[config.mk]
export PLATFORM = sky130hd
export DESIGN_NAME = flag_stack
export DESIGN_NICKNAME = d
export VERILOG_FILES = /design/src/rtl/flag_stack_pkg.sv /design/src/rtl/flag_stack_lifo.sv /design/src/rtl/flag_stack.sv
export SDC_FILE = /design/constraint.sdc
export NUM_CORES = 1
export LEC_CHECK = 0
export CAP_MARGIN = 20
export CORE_MARGIN = 8
export CORE_UTILIZATION = 48
export DETAILED_ROUTE_END_ITERATION = 10
export GPL_ROUTABILITY_DRIVEN = 0
export PLACE_DENSITY = 0.84
export SYNTH_ARGS = -nofsm -noshare
export SYNTH_HDL_FRONTEND = slang
export SYNTH_SLANG_ARGS = --single-unit
[constraint.sdc]
create_clock -name clk -period 2.73 [get_ports clk]
set_input_delay 0.546 -clock clk [delete_from_list [all_inputs] [get_ports clk]]
set_output_delay 0.546 -clock clk [all_outputs]
set_load 0.01 [all_outputs]
[src/rtl/flag_stack_pkg.sv]
// Shared definitions for the flag stage: flag bit positions, jump-condition
// codes (also imported by the control unit that drives cond_sel), the
// internal stack-operation encoding and the condition evaluator.
package flag_stack_pkg;

  // Bit positions inside the 3-bit flag word {carry, overflow, zero}
  localparam int FLAG_C = 2;
  localparam int FLAG_O = 1;
  localparam int FLAG_Z = 0;

  // Jump-condition select codes
  localparam logic [2:0] COND_ALWAYS = 3'b000;
  localparam logic [2:0] COND_Z      = 3'b001;
  localparam logic [2:0] COND_NZ     = 3'b010;
  localparam logic [2:0] COND_C      = 3'b011;
  localparam logic [2:0] COND_NC     = 3'b100;
  localparam logic [2:0] COND_O      = 3'b101;
  localparam logic [2:0] COND_NO     = 3'b110;
  localparam logic [2:0] COND_NEVER  = 3'b111;

  // What the stack does on a given edge once the request priority is resolved
  typedef enum logic [1:0] {
    OP_NONE    = 2'd0,
    OP_SAVE    = 2'd1,
    OP_RESTORE = 2'd2,
    OP_ERROR   = 2'd3
  } stack_op_e;

  // Evaluate a jump condition against a flag word
  function automatic logic cond_eval(input logic [2:0] flags, input logic [2:0] sel);
    logic result;
    result = 1'b0;
    case (sel)
      COND_ALWAYS: result = 1'b1;
      COND_Z:      result = flags[FLAG_Z];
      COND_NZ:     result = !flags[FLAG_Z];
      COND_C:      result = flags[FLAG_C];
      COND_NC:     result = !flags[FLAG_C];
      COND_O:      result = flags[FLAG_O];
      COND_NO:     result = !flags[FLAG_O];
      COND_NEVER:  result = 1'b0;
      default:     result = 1'b0;
    endcase
    return result;
  endfunction

endpackage

[src/rtl/flag_stack_lifo.sv]
// flag_lifo: DEPTH x 3-bit save area for the flag word with an occupancy
// counter. The counter saturates at 0 and DEPTH; requests that would
// underflow/overflow, or a simultaneous push and pop, leave it untouched.
module flag_lifo
  import flag_stack_pkg::*;
#(
  parameter int DEPTH = 4,
  parameter int PTR_W = $clog2(DEPTH)
) (
  input  logic             clk,
  input  logic             reset,
  input  logic             push_en,
  input  logic             pop_en,
  input  logic [2:0]       push_data,
  output logic [2:0]       top_data,
  output logic [PTR_W:0]   depth,
  output logic             full,
  output logic             empty
);

  localparam logic [PTR_W:0] MAX_COUNT = (PTR_W + 1)'(DEPTH);

  logic [PTR_W:0]   count_q;
  logic [2:0]       mem [DEPTH];
  logic [PTR_W-1:0] wr_idx;
  logic [PTR_W-1:0] rd_idx;
  logic             do_push;
  logic             do_pop;

  // Next free slot is the low bits of the count; the top entry is one below.
  // At count==DEPTH the low bits are zero, so rd_idx wraps to DEPTH-1 as wanted.
  assign wr_idx   = count_q[PTR_W-1:0];
  assign rd_idx   = count_q[PTR_W-1:0] - PTR_W'(1);
  assign full     = (count_q == MAX_COUNT);
  assign empty    = (count_q == '0);
  assign depth    = count_q;
  assign top_data = mem[rd_idx];

  // Only act on legal, unambiguous requests so the index never leaves range
  always_comb begin
    do_push = 1'b0;
    do_pop  = 1'b0;
    if (push_en && !pop_en && !full) do_push = 1'b1;
    if (pop_en && !push_en && !empty) do_pop = 1'b1;
  end

  // Occupancy counter; reset empties the stack
  always_ff @(posedge clk) begin
    if (!reset) begin
      count_q <= '0;
    end else if (do_push) begin
      count_q <= count_q + 1'b1;
    end else if (do_pop) begin
      count_q <= count_q - 1'b1;
    end
  end

  // Storage array; contents are meaningless below the counter so no reset
  always_ff @(posedge clk) begin
    if (do_push) begin
      mem[wr_idx] <= push_data;
    end
  end

endmodule

[src/rtl/flag_stack.sv]
// flag_stack: registers ALU {carry, overflow, zero}, saves/restores the flag
// word on a small LIFO for interrupt entry/return, keeps a sticky stack
// error and evaluates the jump condition for the control unit.
module flag_stack
  import flag_stack_pkg::*;
#(
  parameter  int DEPTH = 4,
  localparam int PTR_W = $clog2(DEPTH)
) (
  input  logic           clk,
  input  logic           reset,
  input  logic           carry_in,
  input  logic           overflow_in,
  input  logic           zero_in,
  input  logic           we_flags,
  input  logic           push,
  input  logic           pop,
  input  logic           err_clr,
  input  logic [2:0]     cond_sel,
  output logic [2:0]     flags_out,
  output logic           cond_true,
  output logic [PTR_W:0] depth,
  output logic           full,
  output logic           empty,
  output logic           stack_err
);

  logic [2:0] flags_q;
  logic [2:0] flags_d;
  logic       err_q;
  logic       err_d;
  logic [2:0] alu_flags;
  logic [2:0] top_data;
  stack_op_e  op;

  assign alu_flags = {carry_in, overflow_in, zero_in};

  flag_lifo #(
    .DEPTH (DEPTH),
    .PTR_W (PTR_W)
  ) u_lifo (
    .clk       (clk),
    .reset     (reset),
    .push_en   (op == OP_SAVE),
    .pop_en    (op == OP_RESTORE),
    .push_data (flags_q),
    .top_data  (top_data),
    .depth     (depth),
    .full      (full),
    .empty     (empty)
  );

  // Resolve push/pop requests into a single stack operation for this edge
  always_comb begin
    op = OP_NONE;
    if (push && pop) begin
      op = OP_ERROR;
    end else if (pop) begin
      op = empty ? OP_ERROR : OP_RESTORE;
    end else if (push) begin
      op = full ? OP_ERROR : OP_SAVE;
    end
  end

  // Next flag word: a restore beats an ALU load, otherwise load or hold.
  // A save pushes the current register value, so a same-edge load is safe.
  always_comb begin
    flags_d = flags_q;
    if (op == OP_RESTORE) begin
      flags_d = top_data;
    end else if (we_flags) begin
      flags_d = alu_flags;
    end
  end

  // Sticky error: a new error on this edge outranks a clear request
  always_comb begin
    err_d = err_q;
    if (op == OP_ERROR) begin
      err_d = 1'b1;
    end else if (err_clr) begin
      err_d = 1'b0;
    end
  end

  // Flag register and sticky error state
  always_ff @(posedge clk) begin
    if (!reset) begin
      flags_q <= 3'b000;
      err_q   <= 1'b0;
    end else begin
      flags_q <= flags_d;
      err_q   <= err_d;
    end
  end

  // Jump condition is purely combinational from the registered flags
  always_comb begin
    cond_true = cond_eval(flags_q, cond_sel);
  end

  assign flags_out = flags_q;
  assign stack_err = err_q;

endmodule

# [Yosys cells after proc, flatten, opt, wreduce, memory -nomap -nowiden]
# Memories as Yosys holds them, arrays and structs flattened.
# Index checks and enable logic that the tools add are counted.
[op_classes] eq_ne=11 addsub=3 n_reduce_logical=17 n_mux=16
[ops] operator="$eq 3x3->1 const B" count=5
[ops] operator="$mux 3" count=4
[ops] operator="$mux 2" count=4
[ops] operator="$pmux 1 s8" count=1
[ops] operator="$logic_not 1->1" count=7
[ops] operator="$mux 1" count=7
[ops] operator="$eq 3x2->1 const B" count=2
[ops] operator="$logic_not 3->1" count=2
[ops] operator="$reduce_bool 2->1" count=3
[ops] operator="$logic_and 1x1->1" count=5
[ops] operator="$eq 2x2->1 const B" count=2
[ops] operator="$add 3x1->3 const B" count=1
[ops] operator="$eq 3x1->1 const B" count=1
[ops] operator="$sub 3x1->3 const B" count=1
[ops] operator="$eq 2x1->1 const B" count=1
[ops] operator="$sub 2x1->2 const B" count=1
[word_totals] input_bits=12 regBits=7 memories=1 ram_bits=12 wordCells=51 output_inout_bits=10
[mem_list] name="u_lifo.mem" depth=4 word_bits=3 rd=1 rd_ports_with_merged_regs=0 wr=1 line="flag_stack_lifo.sv:24" text="logic [2:0] mem [DEPTH];"

# [Depth between registers and ports, before layout]
# Gate-level depths: netlist of the first run.
[depth] depth_word=12 mapped_depth=7 mapped_depth_nobuf=7

# [Modules after synthesis]
# A second synthesis of the first run with hierarchy kept.
[unflattened] cells_unflattened=83 area_unflattened_um2=1024.7
[by_module_without_submodules] module="flag_lifo" seq_area_each_um2=420.4 instances=1 area_each_um2=762.0 cells_per_inst=52
[by_module_without_submodules] module="flag_stack" seq_area_each_um2=80.1 instances=1 area_each_um2=262.8 cells_per_inst=31

# [Worst setup path before layout of the first run]
# Ideal clock, no wire load.
[synth_path] path_type="register to register" from="register u_lifo.count_q[0], in the netlist u_lifo.depth[0]" to="register u_lifo.count_q[2], in the netlist u_lifo.depth[2]" n_path_buf=0 stages_incl_launch_ff=8 t_required_ns=2.658 arrival_time_ns=2.029 setup_ns=0.072 slack_ns=0.629 period_less_slack_ns=2.101 path_cell_list="dfxtp_1 > inv_1 > ha_1 > a21oi_1 > inv_1 > fa_1 > mux2i_1 > mux2i_1"
[synth_between] elab_chain_cells=11 word_cells_on_any_way=24 classes_between="2 x add/sub; 3 x eq/ne; 9 x mux; 10 x reduce/logical"
[synth_rtl] item="start, declared" line="flag_stack_lifo.sv:23" text="logic [PTR_W:0] count_q;"
[synth_rtl] item="start signal, assigned" line="flag_stack_lifo.sv:52" text="count_q <= count_q + 1'b1;"
[synth_rtl] item="start signal, assigned" line="flag_stack_lifo.sv:54" text="count_q <= count_q - 1'b1;"
[synth_rtl] item="$eq 3x3->1" line="flag_stack_lifo.sv:34" text="assign full = (count_q == MAX_COUNT);"
[synth_rtl] item="$mux 2" line="flag_stack.sv:61" text="op = full ? OP_ERROR : OP_SAVE;"
[synth_rtl] item="$mux 2" line="flag_stack.sv:60" text="end else if (push) begin"
[synth_rtl] item="$mux 2" line="flag_stack.sv:58" text="end else if (pop) begin"
[synth_rtl] item="$mux 2" line="flag_stack.sv:56" text="if (push && pop) begin"
[synth_rtl] item="$eq 2x2->1 / $eq 2x1->1 (equally long branches)" line="flag_stack.sv:45, flag_stack.sv:44"
[synth_rtl] item="$logic_not 1->1 (on tied branches)" line="flag_stack_lifo.sv:43, flag_stack_lifo.sv:44"
[synth_rtl] item="$logic_and 1x1->1 (on tied branches) (2 in a row)" line="flag_stack_lifo.sv:43, flag_stack_lifo.sv:44"
[synth_rtl] item="$mux 1 (on tied branches)" line="flag_stack_lifo.sv:43, flag_stack_lifo.sv:44"
[synth_rtl] item="$mux 3 / $reduce_bool 2->1 (equally long branches)"
# Parallel ways exist; a longest one is shown, timed or not. The select of a mux whose other input is x is not followed.
# A chain may end at the register's enable or synchronous reset.

# [Worst setup path in the final report of the first run]
[layout_path] from="input cond_sel[1]" to="output cond_true"
[layout_between] elab_chain_cells=2 word_cells_on_any_way=9 classes_between="7 x eq/ne; 1 x mux; 1 x reduce/logical"
[layout_rtl] item="start, declared" line="flag_stack.sv:19" text="input logic [2:0] cond_sel,"
[layout_rtl] item="$eq 3x3->1, or another cell as far along" line="flag_stack_pkg.sv:33" text="case (sel)"
[layout_rtl] item="$pmux 1 s8 (*)" line="flag_stack_pkg.sv:33"
[layout_rtl] item="end, declared" line="flag_stack.sv:21" text="output logic cond_true,"
# Mark *: on every way between the ends. The rest lies on a longest branch, timed or not.

==> results of run 1 <==
[area by class of cell]
type / count / area share [%]
clock buffer: 3 / 1.82
multi-input combinational: 54 / 35.3
sequential: 19 / 40.4
timing repair buffer: 22 / 17.6
clock inverter: 1 / 0.404
tap: 27 / 2.72
inverter: 6 / 1.82
[flip-flops by register name (all words and copies together) (netlist names)]
register / flops
u_lifo.mem: 12
flags_out: 3
u_lifo.depth: 3
stack_err: 1
[cells in the final DEF (no fill, tap or decap), types with 2 or more instances in the layout]
master and n:
nor2b_1 2, o21ai_1 3, mux2i_1 3, nand2_1 6, inv_1 6, clkdlybuf4s50_1 21
nor2_1 8, edfxtp_1 12, mux2_1 5, clkbuf_4 3, dfxtp_1 7, mux4_2 3
o21ai_0 3, nand2b_1 2, a21oi_1 2, ha_1 4, and3_1 4
[critical path, cell delays in order]
cell and delay, ns:
clkdlybuf4s50_1 0.51, nand2_1 0.06, o32a_1 0.27, o21ai_1 0.08
clkdlybuf4s50_1 0.55
[power groups by stage]
| stage | sequential (mW) | clock (mW) | combinational, mW |
|---|---|---|---|
| after floorplan | 0.367 | 0 | 0.110 |
| after detailed placement | 0.362 | 0 | 0.216 |
| after CTS | 0.355 | 0.137 | 0.218 |
| final | 0.355 | 0.136 | 0.216 |
| after global routing | 0.359 | 0.155 | 0.238 |
| after global placement | 0.360 | 0 | 0.210 |
[layer usage]
layer / vias to the layer above / wire length (um)
li1: 345 / -
met1: 310 / 827
met2: 16 / 972
met3: 4 / 84
met4: 0 / 15
met5: - / 0
[metrics by stage]
step                util, %  std cells  setup slack [ns]
finish                 64.5        132             0.155
CTS                    64.5        132             0.156
floorplan                 -         79             0.629
detailed placement     63.1        128             0.155
global placement       63.1        128             0.191
global route           64.5        132            0.0531
[worst max-delay path by stage]
| stage | start | to |
|---|---|---|
| after CTS | cond_sel[1] | cond_true |
| after global placement | cond_sel[0] | cond_true |
| after global routing | cond_sel[0] | cond_true |
| after detailed placement | cond_sel[1] | cond_true |
| final | cond_sel[1] | cond_true |
| after floorplan | u_lifo.depth[0] | u_lifo.depth[2] |
[kinds of logic (layout without fill, tap and decap cells)]
group,after synthesis,count (layout),share of synthesized area (%)
and+or+nand+nor,25,25,13.8
buffers and inverters,6,32,2.34
adders and majority gates,5,5,7.29
DFF,19,19,52.1
AOI/OAI and AO/OA,13,13,8.46
muxes,11,11,16.0
==> flow_metrics.tcl, run 1 <==
set metrics [dict create \
    globalRoute.totalOverflow 0 \
    power.switching_mw 0.203 \
    p_total_mw 0.707 \
    worst_r2r_path_depth 7 \
    crit_fanout 4 \
    postSynth.topFlopCell "edfxtp_1" \
    hold-path-endpoint "u_lifo.depth[2]" \
    grt.total_usage_pct 12.1 \
    fin_skew_ns 0.00460 \
    insertion_delay_ns 0.29 \
    postPlaceCellArea_um2 1210 \
    run_status "completed" \
    post_cts_hold_buffer_count 0 \
    critical_path_type "in -> out" \
    final-max-slew-violation-count 0 \
    timing.final.hold_violations 0 \
    nFillCells 160 \
    io_buffers 21 \
    share_seq_of_total_power_pct 50.2 \
    fin_setup_tns_ns 0 \
    max-slew-margin-rel_pct 80.0 \
    detail_route.drc_violations 0 \
    cts-root-to-sink-buffers 2 \
    firstDrtPassIters 5 \
    placeableCoreArea_um2 1920 \
    synth_commonest_cells "edfxtp_1 (12), nor2_1 (8), dfxtp_1 (7)" \
    avgViaCountPerCell 5.11 \
    post_synth_inst_count 79 \
    floorplan.initialDensity_pct 50.0 \
    routed_wire_length_per_instance_um 14.4 \
    ys_top_cells_by_area "edfxtp_1 (38%), dfxtp_1 (15%), mux4_2 (7.0%), mux2_1 (5.9%), ha_1 (5.2%)" \
    power_report.internal_total_mw 0.504 \
    gr-usage-met3_pct 2.97 \
    insertedDiodeCount 0 \
    antenna_violating_nets_post_route 0 \
    finalCritPeriodShare_pct 94.3 \
    htreeDepth 1 \
    tightest_slew_ns 0.299 \
    power.share.clock_pct 19.2 \
    die_h_um 60.7 \
    floorplan.die.width_um 60.7 \
    hpwl_um 1490 \
    max-cap-violations 0 \
    rsz0062_at_grt "false" \
    yosysTopAreaCellShare_pct 37.5 \
    worstReg2RegStart "u_lifo.depth[1]" \
    drt_iter0_markers 26 \
    synth.net_count 96 \
    floorplan.rows 16 \
    fin_hold_ws_ns 0.558 \
    min_from "u_lifo.depth[2]" \
    crit-reg2reg-capture "u_lifo.depth[1]" \
    post_cts.resized_instances 0 \
    clkSinkCount 19 \
    final_stage_net_count 123 \
    post-synth-top-area-cell "edfxtp_1" \
    cellLeakagePower_nw 0.488 \
    global_route.usage.met2_pct 19.8 \
    syn_area_per_cell_um2 12.2 \
    critical_path_required_ns 2.18 \
    boundaryPins 22 \
    synth.ff_latch_count 19 \
    vdd.ir_drop.worst_uv 389 \
    clkTransAtPathRegs_ns 0.10 \
    via_count_of_the_first_global_routing_pass 687 \
    synth-seq-area-share_pct 52.1 \
    tritoncts "yes" \
    cts_root_buffer "clkbuf_4" \
    synth-async-reset-ratio_pct 0 \
    cts_setup_buffers 0 \
    crit_path_end_kind "output pin" \
    mappedNetlistArea_um2 961 \
    synth.yosys.warnings 0 \
    switching_share_pct 28.7 \
    count_leader_synth "edfxtp_1" \
    timing.reg2reg.setup_slack_ns 0.67 \
    holdPathStages 2 \
    area_occupied_by_multi_input_gates_um2 438 \
    cp.arrival_ns 2.03 \
    grt_most_used_layer "met2" \
    min_path_type "reg -> reg" \
    area_delta_synth_final_pct 29.0 \
    grt_use_met1_pct 15.1 \
    netlist-cell-type-count 24 \
    pwr_density_cell_nw_per_um2 570 \
    pwr-share-comb_pct 30.6 \
    final-seq-area_um2 500 \
    synth-edff-count 12 \
    wl_um 1900 \
    final_cell_area_um2 1240 \
    grt_pass1_wl_um 3290 \
    num_vias 675 \
    cts_buffers 3 \
    max_freq_ghz 0.388 \
    timing.critical_path.from_type "input port" \
    setup-violations-final 0 \
    timing.final.crit_period_ns 2.57 \
    share_of_final_layout_standard_cells_stronger_than_drive_strength_1_pct 9.52 \
    maximum_number_of_pins_on_one_net_before_global_route_repair 12 \
    dieArea_um2 3690 \
    antenna_found_initial 0 \
]
(Power assumes the default switching activity.)
==> run 2, diff against run 1 <==
TNS_END_PERCENT = 30   (was unset)
==> results of run 2 <==
The final DEF is identical to that of run 1; final timing and power are the same.
==> RTL change (settings of run 2) <==
`DEPTH` is set to 4 in 2 places; all go to 8.
--- a/src/rtl/flag_stack_lifo.sv
+++ b/src/rtl/flag_stack_lifo.sv
@@ -4,7 +4,7 @@
 module flag_lifo
   import flag_stack_pkg::*;
 #(
-  parameter int DEPTH = 4,
+  parameter int DEPTH = 8,
   parameter int PTR_W = $clog2(DEPTH)
 ) (
   input  logic             clk,
--- a/src/rtl/flag_stack.sv
+++ b/src/rtl/flag_stack.sv
@@ -4,7 +4,7 @@
 module flag_stack
   import flag_stack_pkg::*;
 #(
-  parameter  int DEPTH = 4,
+  parameter  int DEPTH = 8,
   localparam int PTR_W = $clog2(DEPTH)
 ) (
   input  logic           clk,
Interface: changed (resized depth); port bits go from 22 to 23. No check against the original RTL was run, so the function may have changed too.
==> RTL change against run 2 <==
  * First-iteration DRC count grew 81%
  * Register-to-register slack got worse by 190 ps
  * Non-clock buffer count increased by 6
  * Area after synthesis grew 58%
  * Die area increased by 41%
  * Routed wire length increased by 59%
  * Sequential cell count up 13
  * Power increased by 140%
  * Final area increased by 52%
  * Worst setup slack worse by 51 ps
  * Fmax fell by 1.9%
  * Largest power group is now combinational cells
  * Clock power grew 86%
==> RTL change: results (changes against run 2) <==
* Status: finished, final reports clean
* Synth cell types at 29 (+21%)
* Filler Cell Count at 237 (+48%)
* Clock network power at 253 uW (+86%)
* Total sequential power at 657 uW (+85%)
* Synth top area cells: sky130_fd_sc_hd__edfxtp_1 47%, sky130_fd_sc_hd__dfxtp_1 11%, sky130_fd_sc_hd__mux4_2 10%, sky130_fd_sc_hd__mux2i_1 4.0%, sky130_fd_sc_hd__mux2_2 3.0%
* Register area share after synthesis at 58.04% (+6.0 points)
* Crit-path max cell delay at 480 ps (-70 ps)
* Post-Synth XOR/XNOR Area at 2.885% (+2.9 points)
* IO buf count at 22 (+4.8%)
* Number of flip-flops in the largest register at 24 (+12)
* Number of H-tree levels at 2 (+1)
* Complex-gate fraction of the synthesized area at 6.265% (-2.2 points)
* Maximum VDD drop at 0.3999 mV (+2.7%)
* Vias in the first global route at 986 (+44%)
* Share of layout cells above drive strength 1 at 18.88% (+9.4 points)
* Global Route Usage Sum at 12.32% (+0.25 points)
* Worst Hold Launch: flags_out[0]$_SDFFE_PN0P_
* # nets final at 158 (+28%)
* Total nets after synthesis at 125 (+30%)
* CTS Buf Count at 5 (+2)
* Static leakage at 0.0006631 uW (+36%)
* Count of cells along the worst hold path at 0 (-2)
* Critical R2R Launch: u_lifo.depth[0]$_SDFFE_PN0P_
* First DRT Iteration DRCs at 47 (+81%)
* Final HPWL DP at 2321 um (+56%)
* Worst Tran Pin Value at 506.4 ps (+207.0 ps)
* Path depth of the worst reg2reg path at 10 (+3)
* WHS Endpoint: u_lifo.mem[4][0]$_DFFE_PP_
* Endpoint of the lowest-slack register-to-register path: u_lifo.depth[3]$_SDFFE_PN0P_
* Total placed cells including tap cells at 179 (+40%)
* Class of the worst hold path: reg -> reg
* First-pass GRT wire length at 4871 um (+48%)
* First-pass DRT Iterations at 4 (-1)
* Mean instance size in the synthesized netlist at 13.92 um^2 (+14%)
* EDFF count, synth at 24 (+12)
* Commonest cells post-synth: 24 x sky130_fd_sc_hd__edfxtp_1, 11 x sky130_fd_sc_hd__nor2_1, 8 x sky130_fd_sc_hd__dfxtp_1
* Switching power share of the total at 33.86% (+5.2 points)
* Setup slack on the worst flop-to-flop path at 480 ps (-190 ps)
* Average detailed-routed wire length per instance at 16.15 um (+12%)
* Vias per cell at 5.289 (+3.4%)
* Worst Path Arrival at 2080 ps (+50 ps)
* Share of synthesized area spent on multiplexers at 17.31% (+1.3 points)
* Largest clock skew in the final design at 12.70 ps (+8.104 ps)
* Synth Area in Adders at 3.792% (-3.5 points)
==> RTL change: through the flow <==
step	power [uW]	instance area, um^2	util [%]	hold slack, ps	setup WS [ps]
finish	1667	1883	62.19	562.7	104.7
global route	1769	1883	62.19	572.0	42.27
CTS	1680	1878	62.02	567.1	110.3
detailed placement	1428	1826	60.29	555.3	119.1
global placement	1410	1826	60.29	557.4	147.0
floorplan	1165	1518	-	605.4	269.4
==> RTL change: layer usage <==
| layer | global-route usage (%) | up-vias | part of all wire, % |
|---|---|---|---|
| li1 | - | 474 | - |
| met5 | 0 | - | 0 |
| met2 | 19.96 | 23 | 51 |
| met1 | 14.33 | 488 | 42 |
| met4 | 5.442 | 0 | 1.7 |
| met3 | 4.270 | 4 | 5.1 |
==> RTL change: layout make-up <==
cell class,count,area share (%)
multi-input combinational,71,32.62
inverter,4,0.7973
sequential,32,46.78
timing repair buffer,28,14.09
tap,44,2.924
clock inverter,2,0.5980
clock buffer,6,2.193
